<file path="src/rtl/spaceinputs_sched_if.sv">
// Source-side bundle for the input scheduler: event header strobe,
// stub word stream and the back-pressure flag.
interface spaceinputs_sched_if #(
    parameter int DATA_W = 36,
    parameter int BX_W   = 3,
    parameter int NUM_W  = 6
);
    logic              eventin;
    logic [BX_W-1:0]   bxin;
    logic [NUM_W-1:0]  numin;
    logic [DATA_W-1:0] datain;
    logic              datain_valid;
    logic              in_ready;

    modport master (
        output eventin, bxin, numin,
        output datain, datain_valid,
        input  in_ready
    );

    modport slave (
        input  eventin, bxin, numin,
        input  datain, datain_valid,
        output in_ready
    );
endinterface

</file>
<file path="src/rtl/spaceinputs_sched.sv">
// Paces buffered event headers and stub words into the pipeline,
// one event per BC0-aligned slot, words SPACING clocks apart.
module spaceinputs_sched #(
    parameter int DATA_W     = 36,
    parameter int BX_W       = 3,
    parameter int NUM_W      = 6,
    parameter int FIFO_AW    = 6,
    parameter int HDR_AW     = 2,
    parameter int EVT_PERIOD = 108,
    parameter int SPACING    = 2,
    parameter int MAXW       = 53
) (
    input  logic              clk,
    input  logic              reset,
    input  logic              BC0,
    spaceinputs_sched_if.slave src,
    output logic [DATA_W-1:0] dataout,
    output logic              dataout_valid,
    output logic [BX_W-1:0]   bxout,
    output logic              event_start,
    output logic              late,
    output logic              truncated,
    output logic              overflow
);
    localparam int IW = $clog2(MAXW + 1);
    localparam int CW = $clog2(EVT_PERIOD);
    localparam int GW = (SPACING > 2) ? $clog2(SPACING) : 1;
    localparam int HW = BX_W + NUM_W;

    localparam logic [IW-1:0]    MAXW_I = IW'(MAXW);
    localparam logic [NUM_W-1:0] MAXW_N = NUM_W'(MAXW);
    localparam logic [NUM_W-1:0] ONE_N  = NUM_W'(1);
    localparam logic [CW-1:0]    LAST   = CW'(EVT_PERIOD - 1);
    localparam logic [GW-1:0]    GLOAD  =
        GW'((SPACING > 1) ? SPACING - 2 : 0);

    typedef enum logic [1:0] {IDLE, EMIT, GAP} state_t;

    logic [HW-1:0]       hmem [2**HDR_AW];
    logic [HDR_AW:0]     hwp, hrp;
    logic [DATA_W-1:0]   dmem [2**FIFO_AW];
    logic [FIFO_AW:0]    dwp, drp;
    logic                hdr_full, hdr_empty;
    logic                data_full, data_empty;

    logic [IW-1:0]       idx, idx_eff;
    logic                ev_acc, dv_acc, word_ok;
    logic                hdr_pop, data_pop, late_d;
    logic                armed, slot_start;
    logic [CW-1:0]       cnt;
    logic [NUM_W-1:0]    rem, num_clip;
    logic [GW-1:0]       gcnt;
    logic [HW-1:0]       hdr_rd;
    logic [BX_W-1:0]     hdr_bx;
    logic [NUM_W-1:0]    hdr_cnt;
    state_t              state, state_d;

    // Extra pointer MSB distinguishes full from empty.
    assign hdr_empty  = (hwp == hrp);
    assign hdr_full   = (hwp[HDR_AW] != hrp[HDR_AW]) &&
                        (hwp[HDR_AW-1:0] == hrp[HDR_AW-1:0]);
    assign data_empty = (dwp == drp);
    assign data_full  = (dwp[FIFO_AW] != drp[FIFO_AW]) &&
                        (dwp[FIFO_AW-1:0] == drp[FIFO_AW-1:0]);

    assign src.in_ready = !hdr_full && !data_full;

    assign ev_acc   = src.eventin && src.in_ready;
    assign dv_acc   = src.datain_valid && src.in_ready;
    assign idx_eff  = ev_acc ? '0 : idx;
    assign word_ok  = dv_acc && (idx_eff < MAXW_I);
    assign num_clip = (src.numin > MAXW_N) ? MAXW_N : src.numin;

    assign hdr_rd  = hmem[hrp[HDR_AW-1:0]];
    assign hdr_bx  = hdr_rd[HW-1 -: BX_W];
    assign hdr_cnt = hdr_rd[NUM_W-1:0];

    assign slot_start = BC0 || (armed && (cnt == LAST));

    always_ff @(posedge clk) begin
        if (ev_acc)
            hmem[hwp[HDR_AW-1:0]] <= {src.bxin, num_clip};
        if (word_ok)
            dmem[dwp[FIFO_AW-1:0]] <= src.datain;
    end

    always_ff @(posedge clk or negedge reset) begin
        if (!reset) begin
            hwp       <= '0;
            hrp       <= '0;
            dwp       <= '0;
            drp       <= '0;
            idx       <= '0;
            truncated <= 1'b0;
            overflow  <= 1'b0;
        end else begin
            if (ev_acc)   hwp <= hwp + 1'b1;
            if (hdr_pop)  hrp <= hrp + 1'b1;
            if (word_ok)  dwp <= dwp + 1'b1;
            if (data_pop) drp <= drp + 1'b1;
            if (word_ok)
                idx <= idx_eff + 1'b1;
            else if (ev_acc)
                idx <= '0;
            truncated <= dv_acc && !word_ok;
            if ((src.eventin || src.datain_valid) && !src.in_ready)
                overflow <= 1'b1;
        end
    end

    always_ff @(posedge clk or negedge reset) begin
        if (!reset) begin
            armed <= 1'b0;
            cnt   <= '0;
        end else if (BC0) begin
            armed <= 1'b1;
            cnt   <= '0;
        end else if (armed) begin
            cnt <= (cnt == LAST) ? '0 : cnt + 1'b1;
        end
    end

    always_ff @(posedge clk or negedge reset) begin
        if (!reset) state <= IDLE;
        else        state <= state_d;
    end

    always_comb begin
        state_d = state;
        unique case (state)
            IDLE: begin
                if (slot_start && !hdr_empty && hdr_cnt != '0)
                    state_d = EMIT;
            end
            EMIT: begin
                if (!data_empty) begin
                    if (rem == ONE_N)     state_d = IDLE;
                    else if (SPACING > 1) state_d = GAP;
                end
            end
            GAP: begin
                if (gcnt == '0) state_d = EMIT;
            end
            default: state_d = IDLE;
        endcase
    end

    always_comb begin
        hdr_pop  = 1'b0;
        data_pop = 1'b0;
        late_d   = 1'b0;
        unique case (1'b1)
            (state == IDLE): hdr_pop  = slot_start && !hdr_empty;
            (state == EMIT): data_pop = !data_empty;
            default: ;
        endcase
        if (state != IDLE) late_d = slot_start;
    end

    always_ff @(posedge clk or negedge reset) begin
        if (!reset) begin
            rem           <= '0;
            gcnt          <= '0;
            bxout         <= '0;
            dataout       <= '0;
            dataout_valid <= 1'b0;
            event_start   <= 1'b0;
            late          <= 1'b0;
        end else begin
            event_start   <= hdr_pop;
            late          <= late_d;
            dataout_valid <= data_pop;
            if (hdr_pop) begin
                bxout <= hdr_bx;
                rem   <= hdr_cnt;
            end else if (data_pop) begin
                rem <= rem - 1'b1;
            end
            if (data_pop)
                dataout <= dmem[drp[FIFO_AW-1:0]];
            if (data_pop)
                gcnt <= GLOAD;
            else if (state == GAP && gcnt != '0)
                gcnt <= gcnt - 1'b1;
        end
    end
endmodule

</file>
<file path="src/flat_wrapper.sv">
// flat-port wrapper written by rule: the top's interface ports become plain ports
module spaceinputs_sched_flat 
#(
    parameter int DATA_W     = 36,
    parameter int BX_W       = 3,
    parameter int NUM_W      = 6,
    parameter int FIFO_AW    = 6,
    parameter int HDR_AW     = 2,
    parameter int EVT_PERIOD = 108,
    parameter int SPACING    = 2,
    parameter int MAXW       = 53
)
  (clk, reset, BC0, dataout, dataout_valid, bxout, event_start, late, truncated, overflow, src_eventin, src_bxin, src_numin, src_datain, src_datain_valid, src_in_ready);
  spaceinputs_sched_if #(.DATA_W(DATA_W), .BX_W(BX_W), .NUM_W(NUM_W)) src_i ();
  input  logic clk;
  input  logic reset;
  input  logic BC0;
  output logic [DATA_W-1:0] dataout;
  output logic dataout_valid;
  output logic [BX_W-1:0] bxout;
  output logic event_start;
  output logic late;
  output logic truncated;
  output logic overflow;
  input wire logic [$bits(src_i.eventin)-1:0] src_eventin;
  input wire logic [$bits(src_i.bxin)-1:0] src_bxin;
  input wire logic [$bits(src_i.numin)-1:0] src_numin;
  input wire logic [$bits(src_i.datain)-1:0] src_datain;
  input wire logic [$bits(src_i.datain_valid)-1:0] src_datain_valid;
  output wire logic [$bits(src_i.in_ready)-1:0] src_in_ready;
  assign src_i.eventin = src_eventin;
  assign src_i.bxin = src_bxin;
  assign src_i.numin = src_numin;
  assign src_i.datain = src_datain;
  assign src_i.datain_valid = src_datain_valid;
  assign src_in_ready = src_i.in_ready;
  spaceinputs_sched #(.DATA_W(DATA_W), .BX_W(BX_W), .NUM_W(NUM_W), .FIFO_AW(FIFO_AW), .HDR_AW(HDR_AW), .EVT_PERIOD(EVT_PERIOD), .SPACING(SPACING), .MAXW(MAXW)) u_core (.clk(clk), .reset(reset), .BC0(BC0), .src(src_i), .dataout(dataout), .dataout_valid(dataout_valid), .bxout(bxout), .event_start(event_start), .late(late), .truncated(truncated), .overflow(overflow));
endmodule
</file>
<file path="config.mk">
export PLATFORM = sky130hd
export DESIGN_NAME = spaceinputs_sched_flat
export DESIGN_NICKNAME = d
export VERILOG_FILES = /design/src/rtl/spaceinputs_sched_if.sv /design/src/rtl/spaceinputs_sched.sv /design/src/flat_wrapper.sv
export SDC_FILE = /design/constraint.sdc
export NUM_CORES = 2
export LEC_CHECK = 0
export BUFFER_PORTS_ARGS = -buffer_cell sky130_fd_sc_hd__buf_2
export CAP_MARGIN = 10
export CORE_MARGIN = 2
export CORE_UTILIZATION = 40
export DETAILED_ROUTE_END_ITERATION = 12
export MAX_ROUTING_LAYER = met4
export SYNTH_ARGS = -nofsm -noshare
export SYNTH_HDL_FRONTEND = slang
export SYNTH_SLANG_ARGS = --single-unit
</file>
<file path="constraint.sdc">
create_clock -name clk -period 6.75 [get_ports clk]
set_input_delay 0.675 -clock clk [delete_from_list [all_inputs] [get_ports clk]]
set_output_delay 0.675 -clock clk [all_outputs]
set_load 0.01 [all_outputs]
</file>
* Yosys cells after proc, flatten, opt, wreduce, memory -nomap -nowiden
Memories as Yosys holds them, arrays and structs flattened. A register that Yosys moved wholly into a read port is not among the register bits. Cells that the tools add are included.
Word-level totals: register bits 51, RAM bits 2340, output and inout bits 45, word-level logic and storage cells 91, memories kept 2, input port bits 50
Operators by class: reductions and logical operators 28, muxes and demuxes 22, add/sub/neg operators 8, eq/ne operators 13, order comparisons 2
Memory list:
- u_core.dmem | words 64, width 36, rd ports 1, clocked after Yosys merged registers in 1, write ports 1, RTL line spaceinputs_sched.sv:41 | logic [DATA_W-1:0] dmem [2**FIFO_AW];
- u_core.hmem | words 4, width 9, rd ports 1, clocked after Yosys merged registers in 0, write ports 1, RTL line spaceinputs_sched.sv:39 | logic [HW-1:0] hmem [2**HDR_AW];
Operator list (count):
- 2-to-1 mux 6 bit | 5
- adder 7 x 1 -> 7 bit (second input constant) | 3
- 2-to-1 mux 7 bit | 3
- logical AND 1 bit | 12
- 2-to-1 mux 1 bit | 9
- 2-to-1 mux 2 bit | 4
- nonzero test 2 bit | 4
- equality test 7 bit | 1
- equality test 7 bit (second input constant) | 1
- zero test 1 bit | 7
- adder 3 x 1 -> 3 bit (second input constant) | 2
- adder 6 x 1 -> 6 bit (second input constant) | 1
- equality test 6 x 1 -> 1 bit (second input constant) | 1
- equality test 6 bit | 1
- > comparator 6 bit (second input constant) | 1
- less-than comparator 6 bit (second input constant) | 1
- one-hot mux 2 bit (3 select lines) | 1
- nonzero test 6 bit | 1
- subtractor 6 x 1 -> 6 bit (second input constant) | 1
- != test 2 bit (second input constant) | 2
- equality test 3 bit | 1
- AND reduction 3 bit | 1
- equality test 2 x 1 -> 1 bit (second input constant) | 1
- equality test 2 bit | 1
- 6 further kinds | 8

* Longest topological paths before layout
word-level depth 10, depth in mapped cells 16

* Least setup slack after synthesis
No wires, ideal clock.
kind register to register, start point register u_core.dwp[0], end point memory u_core.dmem[56][0], enable pin, setup time 0.429 ns, path buffers 4, data arrival time 4.235 ns, slack 2.086 ns, clock period less this slack 4.664 ns, cell stages (with the launch flop) 17, required time 6.321 ns, path through dfrtp_1 > buf_2 > xor2_1 > nor2_1 > a31oi_1 > buf_2 > nand2_1 > nand2_1 > ha_1 > nor2b_1 > o211ai_1 > or2_2 > and3_1 > buf_2 > buf_4 > nand3b_1 > nor2_1
Between the ends: cells in the longest elaborated chain, start to end 10, elaborated cells on any way between the ends 11
Ends and longest elaborated chain:
- start, declared | RTL line spaceinputs_sched.sv:42 | logic [FIFO_AW:0] dwp, drp;
- start signal, assigned | RTL line spaceinputs_sched.sv:99 | if (word_ok) dwp <= dwp + 1'b1;
- equality test 6 bit * | RTL line spaceinputs_sched.sv:64 | (dwp[FIFO_AW-1:0] == drp[FIFO_AW-1:0]);
- logical AND 1 bit * | RTL line spaceinputs_sched.sv:63 | assign data_full = (dwp[FIFO_AW] != drp[FIFO_AW]) &&
- zero test 1 bit * | RTL line spaceinputs_sched.sv:66 | assign src.in_ready = !hdr_full && !data_full;
- logical AND 1 bit * | RTL line spaceinputs_sched.sv:66
- via src_in_ready | RTL line flat_wrapper.sv:30 | output wire logic [$bits(src_i.in_ready)-1:0] src_in_ready;
- logical AND 1 bit | RTL line spaceinputs_sched.sv:68 | assign ev_acc = src.eventin && src.in_ready;
- 2-to-1 mux 6 bit | RTL line spaceinputs_sched.sv:70 | assign idx_eff = ev_acc ? '0 : idx;
- less-than comparator 6 bit | RTL line spaceinputs_sched.sv:71 | assign word_ok = dv_acc && (idx_eff < MAXW_I);
- logical AND 1 bit * | RTL line spaceinputs_sched.sv:71
- 2-to-1 mux 1 bit * | RTL line spaceinputs_sched.sv:83 | if (word_ok)
- 2-to-1 mux 1 bit (implied by the code) * | RTL line spaceinputs_sched.sv:84 | dmem[dwp[FIFO_AW-1:0]] <= src.datain;
- end, declared | RTL line spaceinputs_sched.sv:41
The timed path passes the listed nets; every way through them passes the cells marked *.

* Worst setup path after layout
start point register u_core.drp[0], end point register u_core.dataout[0], read port of u_core.dmem
Between the ends: cells in the longest elaborated chain, start to end 3
Ends and longest elaborated chain:
- start, declared | RTL line spaceinputs_sched.sv:42
- start signal, assigned | RTL line spaceinputs_sched.sv:100 | if (data_pop) drp <= drp + 1'b1;
- equality test 7 bit | RTL line spaceinputs_sched.sv:62 | assign data_empty = (dwp == drp);
- zero test 1 bit
- 2-to-1 mux 1 bit | RTL line spaceinputs_sched.sv:152 | unique case (1'b1)
- end, declared | RTL line spaceinputs_sched.sv:17 | output logic [DATA_W-1:0] dataout,
Parallel ways exist; a longest one is shown, timed or not. A chain may end at the register's enable or synchronous reset.

==> metrics.cfg <==
[outcome]
outcome = complete, no violations

[critical_path]
crit_fanout = 98
crit_type = reg -> reg
cp-startpoint = u_core.drp[0]$_DFFE_PN0P_
end_kind = flop
worst_setup_path_start_kind = flop
worst-r2r-cell-count = 9
reg2reg_setup_slack_ps = 1570
rr_startpoint = u_core.drp[0]$_DFFE_PN0P_
worst_ep_required_time_ps = 7530
cp.arrival_ps = 5950

[clock_tree]
cts.sinks = 2427
path_clk_slew_ps = 60
clk_path_buf_depth = 3
cts-root-buf = clkbuf_16
numCtsBuffers = 229
postCtsSetupRepairBufs = 0
cts_tree = done
clock_latency_ps = 870
postCtsResizedCells = 0
htreeDepth = 4

[yosys]
synthTopCellsByArea = edfxtp_1 (75%), mux4_2 (10%), mux2i_1 (4.4%)
avgSynthCellArea_um2 = 21.0
synth_ff_type = edfxtp_1
ys_seq_area_share_pct = 77.3
synth-edff-count = 2340
synthTopCellsByCount = edfxtp_1 (2340), mux4_2 (433), mux2i_1 (414), nand2_1 (200), a22oi_1 (131)
netlist_instances = 4468
synth_warnings = 0
yosysTopAreaCellShare_pct = 75.0
ys_async_sr_fraction_pct = 3.58
synthesis.area_um2 = 93700
ys_types = 70
yosysMostFrequentCell = edfxtp_1
synth_seq_cells = 2427
syn-num-nets = 4530
yosysTopAreaCell = edfxtp_1

[floorplanning]
rows = 177
fp.dieH_um = 488
core_um2 = 233000
start_util_pct = 40.2
dieArea_um2 = 238000
dieWidth_um = 488
io_pins = 95

[routing]
avgViaCountPerCell = 5.80
drtIter0Drc = 5847
drt_first_pass_iters = 5
via_count = 46800
route.detailed.drc = 0
postRouteAntennaNets = 0
wl_mm = 253
avgRoutedWirePerCell_um = 31.3

[global_route]
grt_max_degree = 130
grt_overflow = 0
grt_pass1_wl_mm = 356
grt_pass1_vias = 46300
gr-usage-all-layers_pct = 21.7
antenna_found_initial = 23

[sta]
skew_ps = 34.4
hold_violations = 0
slew_headroom_pct = 13.7
rsz0062_at_grt = no
drv_slew = 0
finalSetupTns_ps = 0
period_minus_slack_ps = 5180
setup_violations = 0
clock.fmax_mhz = 193
worst_pin_slew_ps = 1290
post-route-period-util_pct = 76.7

[power_and_ir_drop]
max-vdd-ir-drop_mv = 0.455
power.static_leakage_nw = 34.4
p_total_mw = 42.3
p_per_area_nw_per_um2 = 398

[hold_path]
min_path_type = in -> reg
min_from = src_numin[5]
hold_path_depth = 1

[cells_and_area]
area_growth_pct = 13.7
seq_area_um2 = 72500
n_fill_cell = 19400
postLayoutCoreUtil_pct = 45.8
multi_input_area_um2 = 20300
layout.nets = 4799
drive_above_1_share_pct = 24.1

[run]
cap_violations = 0

[placed_design]
dp.final_hpwl_mm = 147
portBuffers = 94
gp_congestion = 0.829

worst max-delay path: stages, from the launching register on:
cell and delay (ps):
dfrtp_4 910, buf_4 800, buf_12 670, buf_4 880, mux2i_1 180, a22oi_1 170, nand2_1 90, o221ai_1 850
a21oi_1 100, o21ai_1 160
stage by stage:
stage | instance area [um2] | worst slack (ps) | std cells | hold slack [ps]
after floorplan | 93700 | 2090 | 4468 | 379
after global placement | 98900 | 1600 | 7627 | 464
after detailed placement | 98900 | 1580 | 7628 | 471
after CTS | 106000 | 1570 | 8063 | 47.9
after global routing | 106000 | 1280 | 8072 | 65.3
final | 107000 | 1570 | 8076 | 108
path summary, 6_finish.rpt:
check,to
min reg2reg,u_core.dataout[27]$_DFFE_PN0P_
min,u_core.hmem[1][5]$_DFFE_PP_
max reg2reg,u_core.dataout[0]$_DFFE_PN0P_
min in group asynchronous,u_core.drp[0]$_DFFE_PN0P_
max,u_core.dataout[0]$_DFFE_PN0P_
max in group asynchronous,u_core.drp[1]$_DFFE_PN0P_
layout by cell type (no fill, tap or decap), types with 8 or more instances in the layout:
cell type / n
a21oi_1: 72
a221oi_1: 8
a221oi_2: 26
a22o_1: 26
a22oi_1: 131
a31oi_1: 11
a32oi_1: 22
and3_1: 10
buf_12: 25
buf_2: 93
buf_4: 173
bufinv_16: 20
clkbuf_1: 70
clkbuf_16: 230
clkbuf_8: 15
clkinv_1: 40
clkinv_2: 36
dfrtp_1: 82
diode_2: 8
edfxtp_1: 2340
ha_1: 12
inv_1: 16
inv_6: 9
mux2_2: 10
mux2i_1: 414
mux4_2: 433
nand2_1: 198
nand3_1: 51
nor2_1: 33
nor2_4: 65
nor3_1: 16
o21ai_0: 20
o21ai_1: 37
o221ai_1: 26
o311ai_0: 12
o311ai_2: 10
xnor2_1: 14
xor2_1: 15
power by group:
part           leakage, nW  switching (mW)  internal (mW)  total (mW)
clock network         3.63            5.59           7.22        12.8
registers             22.1           0.526           17.3        17.8
logic                 8.65            7.20           4.53        11.7
flip-flops by register name (all words and copies together) (netlist names), 2 cells and up:
register and flops:
u_core.dmem 2304, u_core.dataout 36, u_core.hmem 36, u_core.cnt 7
u_core.drp 7, u_core.dwp 7, u_core.idx 6, u_core.rem 6
u_core.bxout 3, u_core.hrp 3, u_core.hwp 3, u_core.state 2
metal layers:
metal | share of wire, % | global-route usage, % | vias up | wire [um]
met3 | 8.4 | 4.23 | 364 | 21200
met5 | 0 | - | - | 0
met1 | 42 | 30.5 | 25200 | 107000
met2 | 47 | 32.5 | 2122 | 118000
li1 | - | - | 19100 | -
met4 | 2.5 | 5.54 | 0 | 6260
kinds of logic after synthesis:
family	synth area share [%]
DFF	77.3
muxes	15.0
AOI/OAI and AO/OA	3.61
and+or+nand+nor	2.02
buffers and inverters	1.65
xor gates and xnor gates	0.271
adders and majority gates	0.160
final cells by class:
| type | instances | area share [%] |
|---|---|---|
| clock inverters | 115 | 1.12 |
| well taps | 3132 | 3.68 |
| diodes | 8 | 0.0188 |
| multi-input cells | 1766 | 19.1 |
| clock buffers | 315 | 5.84 |
| flip-flops and latches | 2427 | 68.0 |
| inverters | 17 | 0.0599 |
| repair buffers | 296 | 2.17 |
what timing repair did:
action / 4_1_cts / 5_1_grt
hold buffers: 5 / 0
setup endpoints to repair: 0 / 0
endpoints found under the hold margin: 33 / 0
Power figures use the tool's default switching activity.
